<file path="src/rtl/commit_free_queue_if.sv">
// commit_free_queue_if: commit-side and freelist-side signals of the
// commit free queue. The queue uses the slave modport. The commit stage and
// the freelist, or a testbench standing in for them, use the master modport.
interface commit_free_queue_if #(
  parameter int PREG_IDX_WIDTH = 6,
  parameter int LOG_DEPTH      = 3
);
  logic                      commit0_valid;
  logic                      commit0_rd_wen;
  logic [PREG_IDX_WIDTH-1:0] commit0_old_preg;
  logic                      commit1_valid;
  logic                      commit1_rd_wen;
  logic [PREG_IDX_WIDTH-1:0] commit1_old_preg;
  logic                      commit_ready;
  logic                      free_stall;
  logic                      write0_valid;
  logic [PREG_IDX_WIDTH-1:0] write0_data;
  logic                      write1_valid;
  logic [PREG_IDX_WIDTH-1:0] write1_data;
  logic [LOG_DEPTH:0]        occupancy;

  modport master (
    output commit0_valid, commit0_rd_wen, commit0_old_preg,
    output commit1_valid, commit1_rd_wen, commit1_old_preg,
    output free_stall,
    input  commit_ready, write0_valid, write0_data,
    input  write1_valid, write1_data, occupancy
  );

  modport slave (
    input  commit0_valid, commit0_rd_wen, commit0_old_preg,
    input  commit1_valid, commit1_rd_wen, commit1_old_preg,
    input  free_stall,
    output commit_ready, write0_valid, write0_data,
    output write1_valid, write1_data, occupancy
  );
endinterface

</file>
<file path="src/rtl/commit_free_queue.sv">
// commit_free_queue: a buffer that returns the old physical registers of
// retiring instructions to the rename freelist.
// Each cycle the commit stage can retire up to two instructions. The block
// keeps only the old pregs of instructions that wrote a destination. It packs
// those pregs in age order into a circular FIFO. It then drains the FIFO in
// order onto the two free ports of the freelist.
// Optional feature: define COMMIT_FREE_BYPASS_EN to enable the bypass. With
// the bypass, frees skip the FIFO while it is empty and unstalled, and they
// appear on the free ports in the same cycle.
module commit_free_queue #(
  parameter int PREG_IDX_WIDTH = 6,
  parameter int DEPTH          = 8,
  parameter int LOG_DEPTH      = 3
) (
  input  logic               clock,
  input  logic               reset_n,
  commit_free_queue_if.slave bus
);

  localparam int PTR_W = LOG_DEPTH + 1;

  typedef logic [PREG_IDX_WIDTH-1:0] preg_t;
  typedef logic [LOG_DEPTH-1:0]      idx_t;
  typedef logic [PTR_W-1:0]          ptr_t;

  // The pointers carry one extra wrap bit, so a full FIFO and an empty FIFO
  // have different pointer values.
  ptr_t  head_reg, tail_reg;
  ptr_t  head_next, tail_next;
  ptr_t  occ;
  preg_t mem [DEPTH];

  logic  ready;
  logic  free0, free1;
  logic  first_valid, second_valid;
  preg_t first_data, second_data;
  idx_t  head_idx, head_idx1, tail_idx, tail_idx1;
  logic  pop0, pop1;
  logic  push_en, push0, push1;
  ptr_t  n_push, n_pop;

  // commit_ready is computed only from the pointer registers, so free_stall
  // and the commit inputs have no combinational path to it.
  assign occ   = tail_reg - head_reg;
  assign ready = (occ <= ptr_t'(DEPTH - 2));

  assign bus.occupancy    = occ;
  assign bus.commit_ready = ready;

  // A slot frees its old preg only if it wrote a destination and the queue
  // accepted the commit. Commits made while the queue is not ready are lost.
  assign free0 = bus.commit0_valid & bus.commit0_rd_wen & ready;
  assign free1 = bus.commit1_valid & bus.commit1_rd_wen & ready;

  // Pack the frees in age order. A slot-1 free that arrives alone takes the
  // first position.
  always_comb begin
    first_valid  = free0 | free1;
    second_valid = free0 & free1;
    first_data   = free0 ? bus.commit0_old_preg : bus.commit1_old_preg;
    second_data  = bus.commit1_old_preg;
  end

  assign head_idx  = head_reg[LOG_DEPTH-1:0];
  assign head_idx1 = head_idx + idx_t'(1);
  assign tail_idx  = tail_reg[LOG_DEPTH-1:0];
  assign tail_idx1 = tail_idx + idx_t'(1);

  // While the freelist is not stalled, the FIFO presents its oldest one or
  // two entries.
  assign pop0 = !bus.free_stall && (occ != '0);
  assign pop1 = !bus.free_stall && (occ >= ptr_t'(2));

  // Select what drives the free ports and whether the new frees are written
  // into the FIFO.
  always_comb begin
    bus.write0_valid = 1'b0;
    bus.write0_data  = '0;
    bus.write1_valid = 1'b0;
    bus.write1_data  = '0;
    push_en          = 1'b1;
`ifdef COMMIT_FREE_BYPASS_EN
    if ((occ == '0) && !bus.free_stall) begin
      // The FIFO is empty and unstalled, so the new frees cannot overtake
      // any older entry. Send them straight to the free ports.
      push_en          = 1'b0;
      bus.write0_valid = first_valid;
      bus.write0_data  = first_valid ? first_data : '0;
      bus.write1_valid = second_valid;
      bus.write1_data  = second_valid ? second_data : '0;
    end else begin
      bus.write0_valid = pop0;
      bus.write0_data  = pop0 ? mem[head_idx] : '0;
      bus.write1_valid = pop1;
      bus.write1_data  = pop1 ? mem[head_idx1] : '0;
    end
`else
    bus.write0_valid = pop0;
    bus.write0_data  = pop0 ? mem[head_idx] : '0;
    bus.write1_valid = pop1;
    bus.write1_data  = pop1 ? mem[head_idx1] : '0;
`endif
  end

  assign push0 = push_en & first_valid;
  assign push1 = push_en & second_valid;

  assign n_push    = ptr_t'(push0) + ptr_t'(push1);
  assign n_pop     = ptr_t'(pop0) + ptr_t'(pop1);
  assign tail_next = tail_reg + n_push;
  assign head_next = head_reg + n_pop;

  // Pointer registers. Reset empties the FIFO and discards any buffered
  // entries.
  always_ff @(posedge clock) begin
    if (!reset_n) begin
      head_reg <= '0;
      tail_reg <= '0;
    end else begin
      head_reg <= head_next;
      tail_reg <= tail_next;
    end
  end

  // Entry storage. The array needs no reset because the pointers decide
  // which entries are live.
  always_ff @(posedge clock) begin
    if (push0) mem[tail_idx]  <= first_data;
    if (push1) mem[tail_idx1] <= second_data;
  end

endmodule

</file>
<file path="src/flat_wrapper.sv">
// flat-port wrapper written by rule: the top's interface ports become plain ports
module commit_free_queue_flat 
#(
  parameter int PREG_IDX_WIDTH = 6,
  parameter int DEPTH          = 8,
  parameter int LOG_DEPTH      = 3
)
  (clock, reset_n, bus_commit0_valid, bus_commit0_rd_wen, bus_commit0_old_preg, bus_commit1_valid, bus_commit1_rd_wen, bus_commit1_old_preg, bus_free_stall, bus_commit_ready, bus_write0_valid, bus_write0_data, bus_write1_valid, bus_write1_data, bus_occupancy);
  commit_free_queue_if #(.PREG_IDX_WIDTH(PREG_IDX_WIDTH), .LOG_DEPTH(LOG_DEPTH)) bus_i ();
  input  logic clock;
  input  logic reset_n;
  input wire logic [$bits(bus_i.commit0_valid)-1:0] bus_commit0_valid;
  input wire logic [$bits(bus_i.commit0_rd_wen)-1:0] bus_commit0_rd_wen;
  input wire logic [$bits(bus_i.commit0_old_preg)-1:0] bus_commit0_old_preg;
  input wire logic [$bits(bus_i.commit1_valid)-1:0] bus_commit1_valid;
  input wire logic [$bits(bus_i.commit1_rd_wen)-1:0] bus_commit1_rd_wen;
  input wire logic [$bits(bus_i.commit1_old_preg)-1:0] bus_commit1_old_preg;
  input wire logic [$bits(bus_i.free_stall)-1:0] bus_free_stall;
  output wire logic [$bits(bus_i.commit_ready)-1:0] bus_commit_ready;
  output wire logic [$bits(bus_i.write0_valid)-1:0] bus_write0_valid;
  output wire logic [$bits(bus_i.write0_data)-1:0] bus_write0_data;
  output wire logic [$bits(bus_i.write1_valid)-1:0] bus_write1_valid;
  output wire logic [$bits(bus_i.write1_data)-1:0] bus_write1_data;
  output wire logic [$bits(bus_i.occupancy)-1:0] bus_occupancy;
  assign bus_i.commit0_valid = bus_commit0_valid;
  assign bus_i.commit0_rd_wen = bus_commit0_rd_wen;
  assign bus_i.commit0_old_preg = bus_commit0_old_preg;
  assign bus_i.commit1_valid = bus_commit1_valid;
  assign bus_i.commit1_rd_wen = bus_commit1_rd_wen;
  assign bus_i.commit1_old_preg = bus_commit1_old_preg;
  assign bus_i.free_stall = bus_free_stall;
  assign bus_commit_ready = bus_i.commit_ready;
  assign bus_write0_valid = bus_i.write0_valid;
  assign bus_write0_data = bus_i.write0_data;
  assign bus_write1_valid = bus_i.write1_valid;
  assign bus_write1_data = bus_i.write1_data;
  assign bus_occupancy = bus_i.occupancy;
  commit_free_queue #(.PREG_IDX_WIDTH(PREG_IDX_WIDTH), .DEPTH(DEPTH), .LOG_DEPTH(LOG_DEPTH)) u_core (.clock(clock), .reset_n(reset_n), .bus(bus_i));
endmodule
</file>
<file path="config.mk">
export PLATFORM = sky130hd
export DESIGN_NAME = commit_free_queue_flat
export DESIGN_NICKNAME = d
export VERILOG_FILES = /design/src/rtl/commit_free_queue_if.sv /design/src/rtl/commit_free_queue.sv /design/src/flat_wrapper.sv
export SDC_FILE = /design/constraint.sdc
export NUM_CORES = 1
export LEC_CHECK = 0
export CORE_MARGIN = 2
export CORE_UTILIZATION = 70
export CTS_BUF_LIST = sky130_fd_sc_hd__clkbuf_4
export DETAILED_ROUTE_END_ITERATION = 12
export DONT_BUFFER_PORTS = 1
export PLACE_DENSITY = 0.86
export SYNTH_ARGS = -nofsm -noshare
export SYNTH_HDL_FRONTEND = slang
export SYNTH_SLANG_ARGS = --single-unit
</file>
<file path="constraint.sdc">
create_clock -name clock -period 6.78 [get_ports clock]
set_input_delay 1.356 -clock clock [delete_from_list [all_inputs] [get_ports clock]]
set_output_delay 1.356 -clock clock [all_outputs]
set_load 0.02 [all_outputs]
</file>
Yosys cells after proc, flatten, opt, wreduce, memory -nomap -nowiden
Memory sizes are Yosys's and may differ from the RTL's. A register that Yosys moved wholly into a read port is not among the register bits.
Index checks and enable logic that the tools add are counted.
- $lt $le $gt $ge: 2
- $add $sub $neg: 7
- bitwise gates (word level): 6
- reductions and logical operators: 4
- mux-type cells: 8
- operator list (operator ; count):
    $mux W6 ; 3
    $add A4 B4 Y4 ; 2
    $add A3 B1 Y3 const B ; 2
    $and A1 B1 Y1 ; 5
    $add A1 B1 Y2 ; 2
    $ge A4 B2 Y1 const B ; 1
    $le A4 B3 Y1 const B ; 1
    $mux W1 ; 4
    $reduce_bool A4 Y1 ; 1
    $sub A4 B4 Y4 ; 1
    $mux W3 ; 1
    $logic_and A1 B1 Y1 ; 2
    $logic_not A1 Y1 ; 1
    $or A1 B1 Y1 ; 1
- bits in registers: 8
- output and inout bits: 19
- memories kept: 1
- input port bits: 19
- RAM bits: 48
- memory list (memory ; words ; width ; rd ports ; clocked after memory_dff ; write ports ; RTL line ; text):
    u_core.mem ; 8 ; 6 ; 2 ; 1 ; 2 ; commit_free_queue.sv:31 ; preg_t mem [DEPTH];

Depth between registers and ports, before layout
Gate-level depths: netlist of run 1.
- depth in word-level cells: 6
- mapped depth: 15

Least setup slack after synthesis of run 1
No wires, ideal clock.
- path type: register to register
- from: register u_core.head_reg[1]
- to: memory u_core.mem[1][0] (netlist bit) (data pin)
- cell stages (with the launch flop): 14
- data arrival time: 3.903 ns
- setup slack: 2.617 ns
- required time: 6.520 ns
- library setup time: 0.260 ns
- path through: dfxtp_1 > buf_1 > inv_1 > fa_1 > xor2_1 > nand3_1 > and2_1 > and3_1 > ha_1 > nor2b_1 > nand3_1 > or3b_1 > buf_4 > mux2_4
- RTL lines (item ; RTL line ; text):
    start, declared ; commit_free_queue.sv:28 ; ptr_t head_reg, tail_reg;
    start signal, assigned ; commit_free_queue.sv:120 ; head_reg <= head_next;
    end, declared ; commit_free_queue.sv:31 ;

Worst setup path after layout of run 1
- from: register u_core.head_reg[2]
- to: output bus_write0_data[4]
- longest elaborated chain between the ends: 4
- RTL lines (item ; RTL line ; text):
    $sub A4 B4 Y4 ; commit_free_queue.sv:44 ; assign occ = tail_reg - head_reg;
    named net bus_occupancy[2] ; flat_wrapper.sv:24 ; output wire logic [$bits(bus_i.occupancy)-1:0] bus_occupancy;
    $reduce_bool A4 Y1 ; commit_free_queue.sv:71 ; assign pop0 = !bus.free_stall && (occ != '0);
    $logic_and A1 B1 Y1 ; commit_free_queue.sv:71 ;
    $mux W6 ; commit_free_queue.sv:99 ; bus.write0_data = pop0 ? mem[head_idx] : '0;
    end, declared ; flat_wrapper.sv:21 ; output wire logic [$bits(bus_i.write0_data)-1:0] bus_write0_data;
The timed path passes the listed nets, and every way through them passes these cells.

==> tab_implementation.tex, run 1 <==
\begin{tabular}{lr}
\hline
Metric & Value \\
\hline
\multicolumn{2}{l}{\textbf{Outcome}} \\
Status & finished clean \\
\multicolumn{2}{l}{\textbf{Hold path}} \\
Number of cells on the worst hold path & 2 \\
HP Class & reg -> reg \\
Hold EP & u\_core.head\_reg[3]\$\_SDFF\_PN0\_ \\
Beginning of the worst hold path & u\_core.head\_reg[3]\$\_SDFF\_PN0\_ \\
\multicolumn{2}{l}{\textbf{Setup path}} \\
Reg2Reg Launch Point & u\_core.head\_reg[2]\$\_SDFF\_PN0\_ \\
Data arrival time of the critical path & 3210 ps \\
Endpoint of the most critical register-to-register path & u\_core.mem[4][5]\$\_DFFE\_PP\_ \\
Setup crit start kind & flop \\
Critical path peak fanout & 9 \\
Minimum setup slack among reg-to-reg paths & 2350 ps \\
Cell count of the worst reg-to-reg path & 11 \\
CP Data Required Time & 5420 ps \\
Worst setup EP type & primary output \\
Critical path class & reg -> out \\
\multicolumn{2}{l}{\textbf{Die}} \\
Rows & 26 \\
Height of the die & 76.3 um \\
Ports placed on the boundary & 38 \\
Total Die Area & 5820 um\^{}2 \\
Core region area & 5070 um\^{}2 \\
Initial Util & 72.1\% \\
Die width & 76.3 um \\
\multicolumn{2}{l}{\textbf{CTS}} \\
Clk Latency, worst-skew pair & 390 ps \\
Hold Buf Count CTS & 0 \\
CTS root buf & sky130\_fd\_sc\_hd\_\_clkbuf\_4 \\
Number of buffers on the longest clock path & 2 \\
CTS tree & built \\
CTS H-tree depth & 2 \\
Number of clock sinks seen by CTS & 56 \\
Postcts setup bufs & 0 \\
Resize count post-CTS & 0 \\
CTS Buf Count & 5 \\
Reg clk slew, reported paths & 160 ps \\
\multicolumn{2}{l}{\textbf{Synthesis}} \\
Synthesized net count & 299 \\
Main combinational cell family by area after synthesis & multiplexers \\
Library cells used by synthesis & 38 \\
Share of synthesized cell area in full adder, half adder and majority cells & 6.09\% \\
Post-synthesis sequential element count & 56 \\
Mapped Avg Cell Area & 13.9 um\^{}2 \\
Synthesized-area fraction occupied by and/or/nand/nor cells & 9.07\% \\
Number of instances in the synthesized netlist & 264 \\
Synth Area in XOR/XNOR & 2.60\% \\
Fraction of the mapped netlist area in compound gates & 3.46\% \\
Multiplexer fraction of the synthesized cell area & 32.4\% \\
Total number of yosys warnings & 0 \\
Sequential share of the synthesized area & 43.8\% \\
Synth Cell Area & 3660 um\^{}2 \\
\multicolumn{2}{l}{\textbf{Detailed routing}} \\
Routed vias/inst & 6.78 \\
Wire length per cell & 23.5 um \\
DRC & 0 \\
Number of DRC markers in iteration 0 & 348 \\
Amount of wire on met3 after detailed routing & 706 um \\
Metal-1 WL & 3190 um \\
Vias & 2277 \\
Routed wire length & 7890 um \\
Met2 WL post-DR & 3870 um \\
Highest metal layer used by the detailed router & met4 \\
First drt pass iteration count & 5 \\
Antenna violation net count after detailed routing & 0 \\
\multicolumn{2}{l}{\textbf{Layout}} \\
Register area & 1600 um\^{}2 \\
Final layout net count & 300 \\
Number of filler cells placed in the layout & 341 \\
Share of final-layout standard cells stronger than drive strength 1 & 35.3\% \\
Area growth, synth to finish & 3.56\% \\
Combined area of the multi-input logic cells & 1960 um\^{}2 \\
Number of diodes added for antenna fixing & 0 \\
Flip-flop count of the largest register, all copies and words added & 48 \\
\multicolumn{2}{l}{\textbf{STA}} \\
Slew Limit Fails & 0 \\
Final worst path period need & 4560 ps \\
Final count of hold timing violations & 0 \\
Tightest slew margin relative to the limit & 14.3\% \\
Total negative slack & 0 ps \\
Setup clock skew after layout & 11.6 ps \\
Ratio of final minimum period to clock period & 67.3\% \\
Worst hold slack across all endpoints & 588 ps \\
RSZ-0062 raised after global routing & no \\
Timing-limited maximum frequency & 219 MHz \\
Number of setup violations in the final report & 0 \\
Transition time of the tightest slew-check pin & 1270 ps \\
\multicolumn{2}{l}{\textbf{Power}} \\
IR Drop Worst-Case VDD & 0.300 mV \\
PwrDens & 390 nW/um\^{}2 \\
Leakage power & 0.00133 uW \\
\multicolumn{2}{l}{\textbf{Place}} \\
Final estimated routing congestion in global placement & 0.961 \\
Port buffer count & 0 \\
HPWL Detailed & 5630 um \\
\multicolumn{2}{l}{\textbf{Run}} \\
Max Cap Viol & 0 \\
\multicolumn{2}{l}{\textbf{Global routing}} \\
GRT Total Usage & 28.9\% \\
Number of global-route vias before repair & 2298 \\
Residual overflow from global routing & 0 \\
Wire length of the first global-routing pass & 12500 um \\
Maximum number of pins on one net before global-route repair & 27 \\
Antenna violations before repair & 0 \\
\hline
\end{tabular}
stage by stage:
step	cells	setup WS (ps)	power (uW)	cell area [um^2]	utilization (%)
after floorplan	264	2620	1170	3660	-
after global placement	328	2540	1310	3730	73.4
after detailed placement	328	2430	1320	3730	73.4
after CTS	336	2240	1470	3790	74.6
after global routing	336	2050	1560	3790	74.6
final	336	2220	1480	3790	74.6
layout by cell type (no fill, tap or decap), types with 2 or more instances in the layout:
| cell | n |
|---|---|
| sky130_fd_sc_hd__fa_1 | 3 |
| sky130_fd_sc_hd__dfxtp_1 | 8 |
| sky130_fd_sc_hd__a21o_1 | 2 |
| sky130_fd_sc_hd__edfxtp_1 | 48 |
| sky130_fd_sc_hd__buf_4 | 4 |
| sky130_fd_sc_hd__nor3_1 | 2 |
| sky130_fd_sc_hd__and2_1 | 7 |
| sky130_fd_sc_hd__a21oi_1 | 8 |
| sky130_fd_sc_hd__inv_1 | 10 |
| sky130_fd_sc_hd__nand2_1 | 20 |
| sky130_fd_sc_hd__or3b_1 | 2 |
| sky130_fd_sc_hd__nor2b_1 | 3 |
| sky130_fd_sc_hd__o21bai_1 | 2 |
| sky130_fd_sc_hd__nand2b_1 | 2 |
| sky130_fd_sc_hd__clkbuf_4 | 7 |
| sky130_fd_sc_hd__mux2_4 | 12 |
| sky130_fd_sc_hd__nor3b_2 | 2 |
| sky130_fd_sc_hd__o21ai_0 | 4 |
| sky130_fd_sc_hd__nor2_1 | 9 |
| sky130_fd_sc_hd__xnor2_1 | 4 |
| sky130_fd_sc_hd__nand3_1 | 7 |
| sky130_fd_sc_hd__mux4_2 | 24 |
| sky130_fd_sc_hd__mux2i_1 | 6 |
| sky130_fd_sc_hd__ha_1 | 13 |
| sky130_fd_sc_hd__xor2_1 | 5 |
| sky130_fd_sc_hd__mux2_2 | 36 |
| sky130_fd_sc_hd__o22ai_1 | 2 |
| sky130_fd_sc_hd__o31ai_1 | 2 |
| sky130_fd_sc_hd__nor3_2 | 4 |
worst max-delay path by stage:
stage	startpoint	cells after the start	to
global route	u_core.head_reg[2]$_SDFF_PN0_	6	bus_write0_data[2]
global placement	u_core.head_reg[2]$_SDFF_PN0_	11	u_core.mem[2][1]$_DFFE_PP_
floorplan	u_core.head_reg[1]$_SDFF_PN0_	13	u_core.mem[1][0]$_DFFE_PP_
detailed placement	u_core.head_reg[2]$_SDFF_PN0_	11	u_core.mem[4][5]$_DFFE_PP_
CTS	u_core.head_reg[2]$_SDFF_PN0_	6	bus_write0_data[4]
finish	u_core.head_reg[2]$_SDFF_PN0_	6	bus_write0_data[4]
routing by layer:
layer,vias up,global-route usage (%)
li1,1009,-
met1,1121,41.5
met2,133,45.6
met3,14,5.81
met4,0,8.36
met5,-,0
synthesized netlist by cell type:
master                     number  share of area, %
sky130_fd_sc_hd__a21o_1         2              0.41
sky130_fd_sc_hd__a21oi_1        8               1.1
sky130_fd_sc_hd__a31o_2         1              0.24
sky130_fd_sc_hd__and2_1         7               1.2
sky130_fd_sc_hd__and3_1         1              0.17
sky130_fd_sc_hd__buf_1          1              0.10
sky130_fd_sc_hd__buf_2          3              0.41
sky130_fd_sc_hd__buf_4          2              0.41
sky130_fd_sc_hd__clkbuf_1       4              0.41
sky130_fd_sc_hd__clkinv_1       1              0.10
sky130_fd_sc_hd__dfxtp_1        8               4.4
sky130_fd_sc_hd__edfxtp_1      48                39
sky130_fd_sc_hd__fa_1           3               1.6
sky130_fd_sc_hd__ha_1          13               4.4
sky130_fd_sc_hd__inv_1         10               1.0
sky130_fd_sc_hd__inv_2          1              0.10
sky130_fd_sc_hd__mux2_2        36                11
sky130_fd_sc_hd__mux2_4        12               4.9
sky130_fd_sc_hd__mux2i_1        6               1.6
sky130_fd_sc_hd__mux4_2        24                15
sky130_fd_sc_hd__nand2_1       20               2.1
sky130_fd_sc_hd__nand2b_1       2              0.34
sky130_fd_sc_hd__nand3_1        7              0.96
sky130_fd_sc_hd__nand3b_1       1              0.21
sky130_fd_sc_hd__nor2_1         9              0.92
sky130_fd_sc_hd__nor2b_1        3              0.51
sky130_fd_sc_hd__nor3_1         2              0.27
sky130_fd_sc_hd__nor3_2         4               1.1
sky130_fd_sc_hd__nor3b_2        2              0.68
sky130_fd_sc_hd__o21ai_0        4              0.55
sky130_fd_sc_hd__o21bai_1       2              0.41
sky130_fd_sc_hd__o22ai_1        2              0.34
sky130_fd_sc_hd__o31ai_1        2              0.41
sky130_fd_sc_hd__or2_2          1              0.17
sky130_fd_sc_hd__or3b_1         2              0.48
sky130_fd_sc_hd__xnor2_1        4              0.96
sky130_fd_sc_hd__xor2_1         5               1.2
sky130_fd_sc_hd__xor2_2         1              0.44
kinds of logic after synthesis:
group / after synthesis
multiplexers: 78
flip-flops: 56
XOR/XNOR: 10
AO/OA/AOI/OAI: 21
AND/OR/NAND/NOR: 61
adder cells (fa/ha/maj): 16
buffers and inverters: 22
power by group:
| part | total, uW | switching (uW) | internal [uW] | leakage (uW) |
|---|---|---|---|---|
| sequential | 471 | 33.3 | 438 | 0.000499 |
| combinational | 849 | 504 | 345 | 0.000799 |
| clock | 157 | 107 | 50.0 | 0.0000363 |
| total | 1480 | 644 | 833 | 0.00133 |
critical path: stages (launching register included):
cell                       delay, ps
sky130_fd_sc_hd__dfxtp_1         560
sky130_fd_sc_hd__clkinv_1        380
sky130_fd_sc_hd__ha_1            450
sky130_fd_sc_hd__xor2_1          500
sky130_fd_sc_hd__nor2_1          110
sky130_fd_sc_hd__a31o_2          350
sky130_fd_sc_hd__a21oi_1         450
final cells by class:
type,instances,area share (%)
Clock buffer,7,1.39
Tap cell,70,2.31
Inverter,12,1.19
Clock inverter,1,0.231
Sequential cell,56,42.3
Timing Repair Buffer,4,0.793
Multi-Input combinational cell,186,51.8
Power figures use the tool's default switching activity.
==> run 2: changes to the inputs <==
ABC_AREA = 1   (was unset)
CORE_UTILIZATION = 60   (was 70)
PLACE_DENSITY = 0.79   (was 0.86)
clock period = 3.89 ns   (was 6.78 ns; I/O delays follow)
==> run 2 against run 1 <==
Effect of this change: worst setup slack lost 1900 ps; first-iteration DRC count rose by 15%; flip-flop and latch count unchanged; largest cell class unchanged; synthesized area rose by 9.1%; critical endpoint is now u_core.mem[1][0]$_DFFE_PP_; total power increased by 100%; highest routed layer unchanged; sequential power increased by 79%.
==> tab_implementation.tex, run 2 <==
\begin{tabular}{lr}
\hline
Metric & Value \\
\hline
\multicolumn{2}{l}{\textbf{Outcome}} \\
Status & finished clean \\
\multicolumn{2}{l}{\textbf{Die}} \\
Core region area & 6390 um\^{}2 (+26\%) \\
Die width & 85.6 um (+12\%) \\
Height of the die & 85.6 um (+12\%) \\
Ports placed on the boundary & 38 (unchanged) \\
Rows & 29 (+12\%) \\
Initial Util & 62.5\% (-9.6 points) \\
Total Die Area & 7320 um\^{}2 (+26\%) \\
\multicolumn{2}{l}{\textbf{Layout}} \\
Flip-flop count of the largest register, all copies and words added & 48 (unchanged) \\
Area growth, synth to finish & 5.92\% \\
Final layout net count & 584 (+95\%) \\
Share of final-layout standard cells stronger than drive strength 1 & 8.91\% (-26 points) \\
Most common cell after layout, fill and taps aside & sky130\_fd\_sc\_hd\_\_nand2\_1 \\
Most frequent cells in the layout & sky130\_fd\_sc\_hd\_\_nand2\_1 (163), sky130\_fd\_sc\_hd\_\_nand3\_1 (57), sky130\_fd\_sc\_hd\_\_nor2\_1 (56), sky130\_fd\_sc\_hd\_\_inv\_1 (55), sky130\_fd\_sc\_hd\_\_edfxtp\_1 (48) \\
Number of diodes added for antenna fixing & 0 (unchanged) \\
\multicolumn{2}{l}{\textbf{Detailed routing}} \\
DRC & 0 (unchanged) \\
Number of DRC markers in iteration 0 & 400 (+15\%) \\
Vias & 3794 (+67\%) \\
Routed wire length & 10700 um (+36\%) \\
First drt pass iteration count & 6 (+1) \\
Antenna violation net count after detailed routing & 0 (unchanged) \\
Wire length per cell & 17.1 um (-27\%) \\
Routed vias/inst & 6.05 (-11\%) \\
\multicolumn{2}{l}{\textbf{STA}} \\
Setup clock skew after layout & 17.6 ps (+6.00 ps) \\
RSZ-0062 raised after global routing & no \\
Timing-limited maximum frequency & 276 MHz \\
Number of setup violations in the final report & 0 (unchanged) \\
Final count of hold timing violations & 0 (unchanged) \\
Final worst path period need & 3620 ps \\
Tightest slew margin relative to the limit & 49.6\% (+35 points) \\
Ratio of final minimum period to clock period & 93.0\% \\
Transition time of the tightest slew-check pin & 748 ps (-525 ps) \\
Total negative slack & 0 ps (unchanged) \\
Worst hold slack across all endpoints & 482 ps (-105 ps) \\
Slew Limit Fails & 0 (unchanged) \\
\multicolumn{2}{l}{\textbf{Power}} \\
IR Drop Worst-Case VDD & 0.484 mV (+62\%) \\
PwrDens & 716 nW/um\^{}2 (+84\%) \\
Leakage power & 0.00195 uW (+46\%) \\
\multicolumn{2}{l}{\textbf{Place}} \\
Final estimated routing congestion in global placement & 0.945 (-1.6\%) \\
HPWL Detailed & 8070 um (+43\%) \\
Port buffer count & 0 (unchanged) \\
\multicolumn{2}{l}{\textbf{Synthesis}} \\
Commonest cells in the netlist & sky130\_fd\_sc\_hd\_\_nand2\_1 (163), sky130\_fd\_sc\_hd\_\_nand3\_1 (57), sky130\_fd\_sc\_hd\_\_nor2\_1 (56) \\
Number of instances in the synthesized netlist & 541 (+100\%) \\
Biggest area consumer among synthesized cells & sky130\_fd\_sc\_hd\_\_edfxtp\_1 \\
Library cells used by synthesis & 27 (-29\%) \\
Sequential share of the synthesized area & 40.1\% (-3.7 points) \\
Synth Cell Area & 3990 um\^{}2 (+9.1\%) \\
Main synth FF type & sky130\_fd\_sc\_hd\_\_edfxtp\_1 \\
Fraction of post-synthesis cell area in the top cell type by area & 36.1\% (-3.3 points) \\
Top post-synthesis cells by area & sky130\_fd\_sc\_hd\_\_edfxtp\_1 (36\%), sky130\_fd\_sc\_hd\_\_nand2\_1 (15\%), sky130\_fd\_sc\_hd\_\_nand3\_1 (7.1\%) \\
Post-synth EDFFs & 48 (unchanged) \\
Post-synthesis sequential element count & 56 (unchanged) \\
Total number of yosys warnings & 0 (unchanged) \\
Synthesized net count & 576 (+93\%) \\
Async set-or-reset flop fraction in the synthesized netlist & 0\% (unchanged) \\
Mapped Avg Cell Area & 7.38 um\^{}2 (-47\%) \\
Most frequent cell after synthesis & sky130\_fd\_sc\_hd\_\_nand2\_1 \\
\multicolumn{2}{l}{\textbf{Setup path}} \\
Cells along the critical path & inv\_1 > ha\_1 > inv\_1 > fa\_1 > inv\_1 > nor2\_1 > nand2\_2 > nand3\_4 > inv\_1 > ha\_1 > nand2\_1 > nor2\_2 > inv\_1 > o21ai\_0 \\
Data arrival time of the critical path & 3630 ps (+420 ps) \\
Critical path depth & 14 (+8) \\
Setup crit start kind & flop \\
Cell type group with the largest total delay on the critical path & adder cells \\
Worst setup EP type & flop \\
CP Data Required Time & 3900 ps (-1520 ps) \\
Critical path peak fanout & 8 (-1) \\
Cell count of the worst reg-to-reg path & 14 (+3) \\
Master of the slowest instance on the critical path & sky130\_fd\_sc\_hd\_\_fa\_1 \\
Number of buffer and inverter stages on the critical path & 5 (+4) \\
Critical path class & reg -> reg \\
CP max stage delay & 570 ps (about the same) \\
Most common cell type on the critical path & sky130\_fd\_sc\_hd\_\_inv\_1 \\
\multicolumn{2}{l}{\textbf{Hold path}} \\
HP Class & in -> reg \\
Number of cells on the worst hold path & 2 (unchanged) \\
\multicolumn{2}{l}{\textbf{CTS}} \\
Resize count post-CTS & 0 (unchanged) \\
Hold Buf Count CTS & 0 (unchanged) \\
Number of buffers on the longest clock path & 2 (unchanged) \\
CTS root buf & sky130\_fd\_sc\_hd\_\_clkbuf\_4 \\
Postcts setup bufs & 0 (unchanged) \\
CTS H-tree depth & 2 (unchanged) \\
Reg clk slew, reported paths & 160 ps (about the same) \\
CTS Buf Count & 5 (unchanged) \\
CTS tree & built \\
Number of clock sinks seen by CTS & 56 (unchanged) \\
Clk Latency, worst-skew pair & 380 ps (about the same) \\
\multicolumn{2}{l}{\textbf{Global routing}} \\
Number of global-route vias before repair & 3421 (+49\%) \\
Maximum number of pins on one net before global-route repair & 52 (+93\%) \\
Antenna violations before repair & 0 (unchanged) \\
GRT Total Usage & 30.6\% (+1.7 points) \\
Residual overflow from global routing & 0 (unchanged) \\
Wire length of the first global-routing pass & 17500 um (+40\%) \\
\multicolumn{2}{l}{\textbf{Run}} \\
Max Cap Viol & 0 (unchanged) \\
\hline
\end{tabular}
[run 2: changes by cell type after synthesis, moves of 13 or more]
| cell | previous run | this run |
|---|---|---|
| sky130_fd_sc_hd__nor2_1 | 9 | 56 |
| sky130_fd_sc_hd__mux4_2 | 24 | 0 |
| sky130_fd_sc_hd__a21oi_1 | 8 | 21 |
| sky130_fd_sc_hd__nand2_1 | 20 | 163 |
| sky130_fd_sc_hd__nand3_1 | 7 | 57 |
| sky130_fd_sc_hd__mux2_2 | 36 | 0 |
| sky130_fd_sc_hd__o21ai_0 | 4 | 40 |
| sky130_fd_sc_hd__inv_1 | 10 | 55 |
[run 2: metrics by stage]
stage	instances	cell area (um^2)	power [uW]	setup slack [ps]	utilization [%]
floorplan	541	3990	2200	726	-
global placement	619	4170	2720	537	65.3
detailed placement	619	4170	2750	374	65.3
CTS	627	4230	2990	321	66.2
global route	627	4230	3250	23.2	66.2
finish	627	4230	3030	271	66.2
[run 2: area by class of cell]
cell class,instances,area [um^2]
Clock buffer,6,45.0
Clock inverter,2,11.3
Fill cell,566,2160
Inverter,55,206
Multi-Input combinational cell,407,2090
Sequential cell,56,1600
Tap cell,77,96.3
Timing Repair Buffer,24,180
[run 2: report_power, final]
group | switching (uW) | leakage (uW) | internal (uW)
clock | 173 | 0.0000293 | 76.2
sequential | 61.6 | 0.000498 | 781
combinational | 1300 | 0.00143 | 629
total | 1540 | 0.00195 | 1490
[run 2: layer usage]
layer | global-route usage, % | part of all wire [%] | up-vias
met5 | 0 | 0 | -
met4 | 10.2 | 3.2 | 0
met3 | 6.16 | 12 | 40
met2 | 46.5 | 44 | 284
met1 | 44.2 | 41 | 1665
li1 | - | - | 1805
[run 2: path summary, 6_finish.rpt]
kind / to / slack, ps / startpoint
max: u_core.mem[1][0]$_DFFE_PP_ / 270 / u_core.tail_reg[0]$_SDFF_PN0_
min: u_core.head_reg[0]$_SDFF_PN0_ / 480 / reset_n
max reg2reg: u_core.mem[1][0]$_DFFE_PP_ / 270 / u_core.tail_reg[0]$_SDFF_PN0_
min reg2reg: u_core.tail_reg[3]$_SDFF_PN0_ / 520 / u_core.tail_reg[3]$_SDFF_PN0_
[run 2: worst reg2reg max path, delay by kind of cell, from the launching register on]
| kind | cells | cell delay (ps) |
|---|---|---|
| AO/OA/AOI/OAI | 1 | 320 |
| adder cells (fa/ha/maj) | 3 | 960 |
| AND/OR/NAND/NOR | 5 | 840 |
| flip-flops | 1 | 460 |
| buffers and inverters | 5 | 670 |
[run 2: logic make-up after synthesis]
family                     count (synthesis)  share of synthesized area [%]
buffers and inverters                     78                           7.59
AOI/OAI and AO/OA                         87                           12.6
adders and majority gates                 16                           5.58
xor gates and xnor gates                   7                           1.91
and+or+nand+nor                          297                           32.2
DFF                                       56                           40.1
==> run 3: changes to the inputs <==
CORE_UTILIZATION = 35   (was 60)
PLACE_DENSITY = unset   (was 0.79)
SLEW_MARGIN = 10   (was unset)
==> run 3 against run 2 <==
Effect of this change: critical path type is now reg -> out; register-to-register slack improved by 90 ps; routed wire length rose by 9.9%; global-route usage fell by 11 points; first-iteration DRC count rose by 31%; highest routed layer unchanged.
==> tab_implementation.tex, run 3 (synthesized netlist as in run 2, its figures left out) <==
\begin{tabular}{lr}
\hline
Metric & Value \\
\hline
\multicolumn{2}{l}{\textbf{Global routing}} \\
Maximum number of pins on one net before global-route repair & 52 (unchanged) \\
GRT Total Usage & 19.6\% (-11 points) \\
Antenna violations before repair & 0 (unchanged) \\
Residual overflow from global routing & 0 (unchanged) \\
Wire length of the first global-routing pass & 19100 um (+9.4\%) \\
Number of global-route vias before repair & 3584 (+4.8\%) \\
\multicolumn{2}{l}{\textbf{CTS}} \\
Hold Buf Count CTS & 0 (unchanged) \\
CTS root buf & sky130\_fd\_sc\_hd\_\_clkbuf\_4 \\
Resize count post-CTS & 0 (unchanged) \\
Clk Latency, worst-skew pair & 390 ps (about the same) \\
Number of buffers on the longest clock path & 2 (unchanged) \\
CTS H-tree depth & 2 (unchanged) \\
CTS Buf Count & 5 (unchanged) \\
CTS tree & built \\
Reg clk slew, reported paths & 160 ps (about the same) \\
Postcts setup bufs & 0 (unchanged) \\
Number of clock sinks seen by CTS & 56 (unchanged) \\
\multicolumn{2}{l}{\textbf{Layout}} \\
Flip-flop count of the largest register, all copies and words added & 48 (unchanged) \\
Share of final-layout standard cells stronger than drive strength 1 & 9.09\% (+0.18 points) \\
Most frequent cells in the layout & sky130\_fd\_sc\_hd\_\_nand2\_1 (163), sky130\_fd\_sc\_hd\_\_nand3\_1 (57), sky130\_fd\_sc\_hd\_\_nor2\_1 (56), sky130\_fd\_sc\_hd\_\_inv\_1 (55), sky130\_fd\_sc\_hd\_\_edfxtp\_1 (48) \\
Post-route insts no fill & 690 (+10\%) \\
Most common cell after layout, fill and taps aside & sky130\_fd\_sc\_hd\_\_nand2\_1 \\
Final layout net count & 584 (unchanged) \\
Area growth, synth to finish & 8.56\% \\
Number of diodes added for antenna fixing & 0 (unchanged) \\
\multicolumn{2}{l}{\textbf{Setup path}} \\
Data arrival time of the critical path & 2850 ps (-780 ps) \\
Cells along the critical path & inv\_1 > ha\_1 > or2\_1 > nand2\_1 > nand2\_2 > nand2\_4 > nand2\_1 > o21ai\_2 > inv\_1 > buf\_4 \\
Master of the slowest instance on the critical path & sky130\_fd\_sc\_hd\_\_dfxtp\_1 \\
Setup crit start kind & flop \\
Critical path class & reg -> out \\
Worst setup EP type & primary output \\
CP max stage delay & 480 ps (-90 ps) \\
Critical path peak fanout & 13 (+5) \\
Number of buffer and inverter stages on the critical path & 3 (-2) \\
Cell type group with the largest total delay on the critical path & simple AND/OR/NAND/NOR gates \\
CP Data Required Time & 3110 ps (-790 ps) \\
\multicolumn{2}{l}{\textbf{Die}} \\
Total Die Area & 12300 um\^{}2 (+68\%) \\
Rows & 38 (+31\%) \\
Ports placed on the boundary & 38 (unchanged) \\
Height of the die & 111 um (+29\%) \\
Die width & 111 um (+29\%) \\
Core region area & 11000 um\^{}2 (+72\%) \\
Initial Util & 36.3\% (-26 points) \\
\multicolumn{2}{l}{\textbf{Place}} \\
Final estimated routing congestion in global placement & 0.970 (+2.6\%) \\
Placed cell count & 682 (+10\%) \\
HPWL Detailed & 8970 um (+11\%) \\
Port buffer count & 0 (unchanged) \\
\multicolumn{2}{l}{\textbf{Run}} \\
Max Cap Viol & 0 (unchanged) \\
\multicolumn{2}{l}{\textbf{STA}} \\
Final worst path period need & 3630 ps (+6.80 ps) \\
Slew Limit Fails & 0 (unchanged) \\
Final count of hold timing violations & 0 (unchanged) \\
RSZ-0062 raised after global routing & no \\
Setup clock skew after layout & 15.8 ps (-1.80 ps) \\
Total negative slack & 0 ps (unchanged) \\
Number of setup violations in the final report & 0 (unchanged) \\
Timing-limited maximum frequency & 276 MHz (-0.19\%) \\
Ratio of final minimum period to clock period & 93.2\% (+0.17 points) \\
Transition time of the tightest slew-check pin & 843 ps (+94.7 ps) \\
Tightest slew margin relative to the limit & 43.2\% (-6.4 points) \\
\multicolumn{2}{l}{\textbf{Detailed routing}} \\
Wire length per cell & 17.1 um (-0.14\%) \\
First drt pass iteration count & 6 (unchanged) \\
Antenna violation net count after detailed routing & 0 (unchanged) \\
Number of DRC markers in iteration 0 & 522 (+31\%) \\
Routed wire length & 11800 um (+9.9\%) \\
Routed vias/inst & 5.40 (-11\%) \\
Vias & 3727 (-1.8\%) \\
DRC & 0 (unchanged) \\
\multicolumn{2}{l}{\textbf{Power}} \\
Fraction of power consumed by sequential logic & 27.1\% (-0.8 points) \\
Leakage power & 0.00197 uW (+0.90\%) \\
Clock power share & 10.8\% (+2.6 points) \\
Net switching share of the total power & 50.0\% (-0.92 points) \\
IR Drop Worst-Case VDD & 0.351 mV (-27\%) \\
Internal power consumption & 1550 uW (+4.6\%) \\
Power spent charging and discharging nets & 1550 uW (+0.85\%) \\
PwrDens & 717 nW/um\^{}2 (+0.21\%) \\
Power share of the combinational group & 62.1\% (-1.8 points) \\
\multicolumn{2}{l}{\textbf{Hold path}} \\
HP Class & in -> reg \\
\multicolumn{2}{l}{\textbf{Outcome}} \\
Status & finished clean \\
\hline
\end{tabular}
run 3: changes by cell type in the layout (fill, tap and decap cells not counted), sizes merged:
cell | previous run | this run
clkbuf | 6 | 7
clkinv | 1 | 0
bufinv | 0 | 1
clkinvlp | 1 | 0
run 3: worst reg2reg max path, stage by stage (launching register included):
cell	delay (ps)
sky130_fd_sc_hd__dfxtp_1	430
sky130_fd_sc_hd__inv_1	100
sky130_fd_sc_hd__ha_1	200
sky130_fd_sc_hd__inv_1	90
sky130_fd_sc_hd__fa_1	560
sky130_fd_sc_hd__inv_1	130
sky130_fd_sc_hd__nor2_1	60
sky130_fd_sc_hd__nand2_2	170
sky130_fd_sc_hd__nand3_4	220
sky130_fd_sc_hd__inv_1	140
sky130_fd_sc_hd__ha_1	180
sky130_fd_sc_hd__nand2_1	140
sky130_fd_sc_hd__nor2_2	270
sky130_fd_sc_hd__inv_1	160
sky130_fd_sc_hd__o21ai_0	330
run 3: worst paths after layout:
kind                            startpoint                            end  slack, ps  depth (start not counted)
min reg2reg  u_core.head_reg[3]$_SDFF_PN0_  u_core.head_reg[3]$_SDFF_PN0_        510                          1
max reg2reg  u_core.tail_reg[0]$_SDFF_PN0_     u_core.mem[2][1]$_DFFE_PP_        360                         14
max          u_core.head_reg[2]$_SDFF_PN0_               bus_write1_valid        260                         10
min                                reset_n  u_core.tail_reg[0]$_SDFF_PN0_        470                          2
run 3: cell type report:
cell class,count,area [um^2]
Inverter,55,206
Tap cell,140,175
Clock inverter,1,30.0
Multi-Input combinational cell,407,2090
Sequential cell,56,1600
Clock buffer,7,52.6
Timing Repair Buffer,24,180
Fill cell,1142,6650
run 3: power by group through the flow:
stage / sequential, uW / combinational, uW / clock (uW)
finish: 843 / 1930 / 335
global placement: 855 / 1910 / 0
floorplan: 829 / 1370 / 0
CTS: 841 / 1930 / 332
global route: 850 / 2160 / 363
detailed placement: 856 / 1930 / 0
run 3: per-stage QoR:
step / total power, uW / instance area, um^2 / worst slack [ps] / utilization [%] / hold slack [ps]
3_3_place_gp: 2760 / 4250 / 482 / 38.7 / 477
3_5_place_dp: 2780 / 4250 / 409 / 38.7 / 487
4_1_cts: 3110 / 4330 / 247 / 39.5 / 468
6_report: 3110 / 4330 / 264 / 39.5 / 466
2_1_floorplan: 2200 / 3990 / 726 / - / 465
5_1_grt: 3370 / 4330 / 60.6 / 39.5 / 461
run 3: metal layers:
layer  share of wire (%)  vias to the layer above  routed length, um  GRT usage (%)
met5                   0                        -                  0              0
li1                    -                     1808                  -              -
met2                  44                      184               5180           30.4
met4                 2.7                        0                315           7.08
met3                 8.0                       34                948           3.01
met1                  45                     1701               5370           27.8
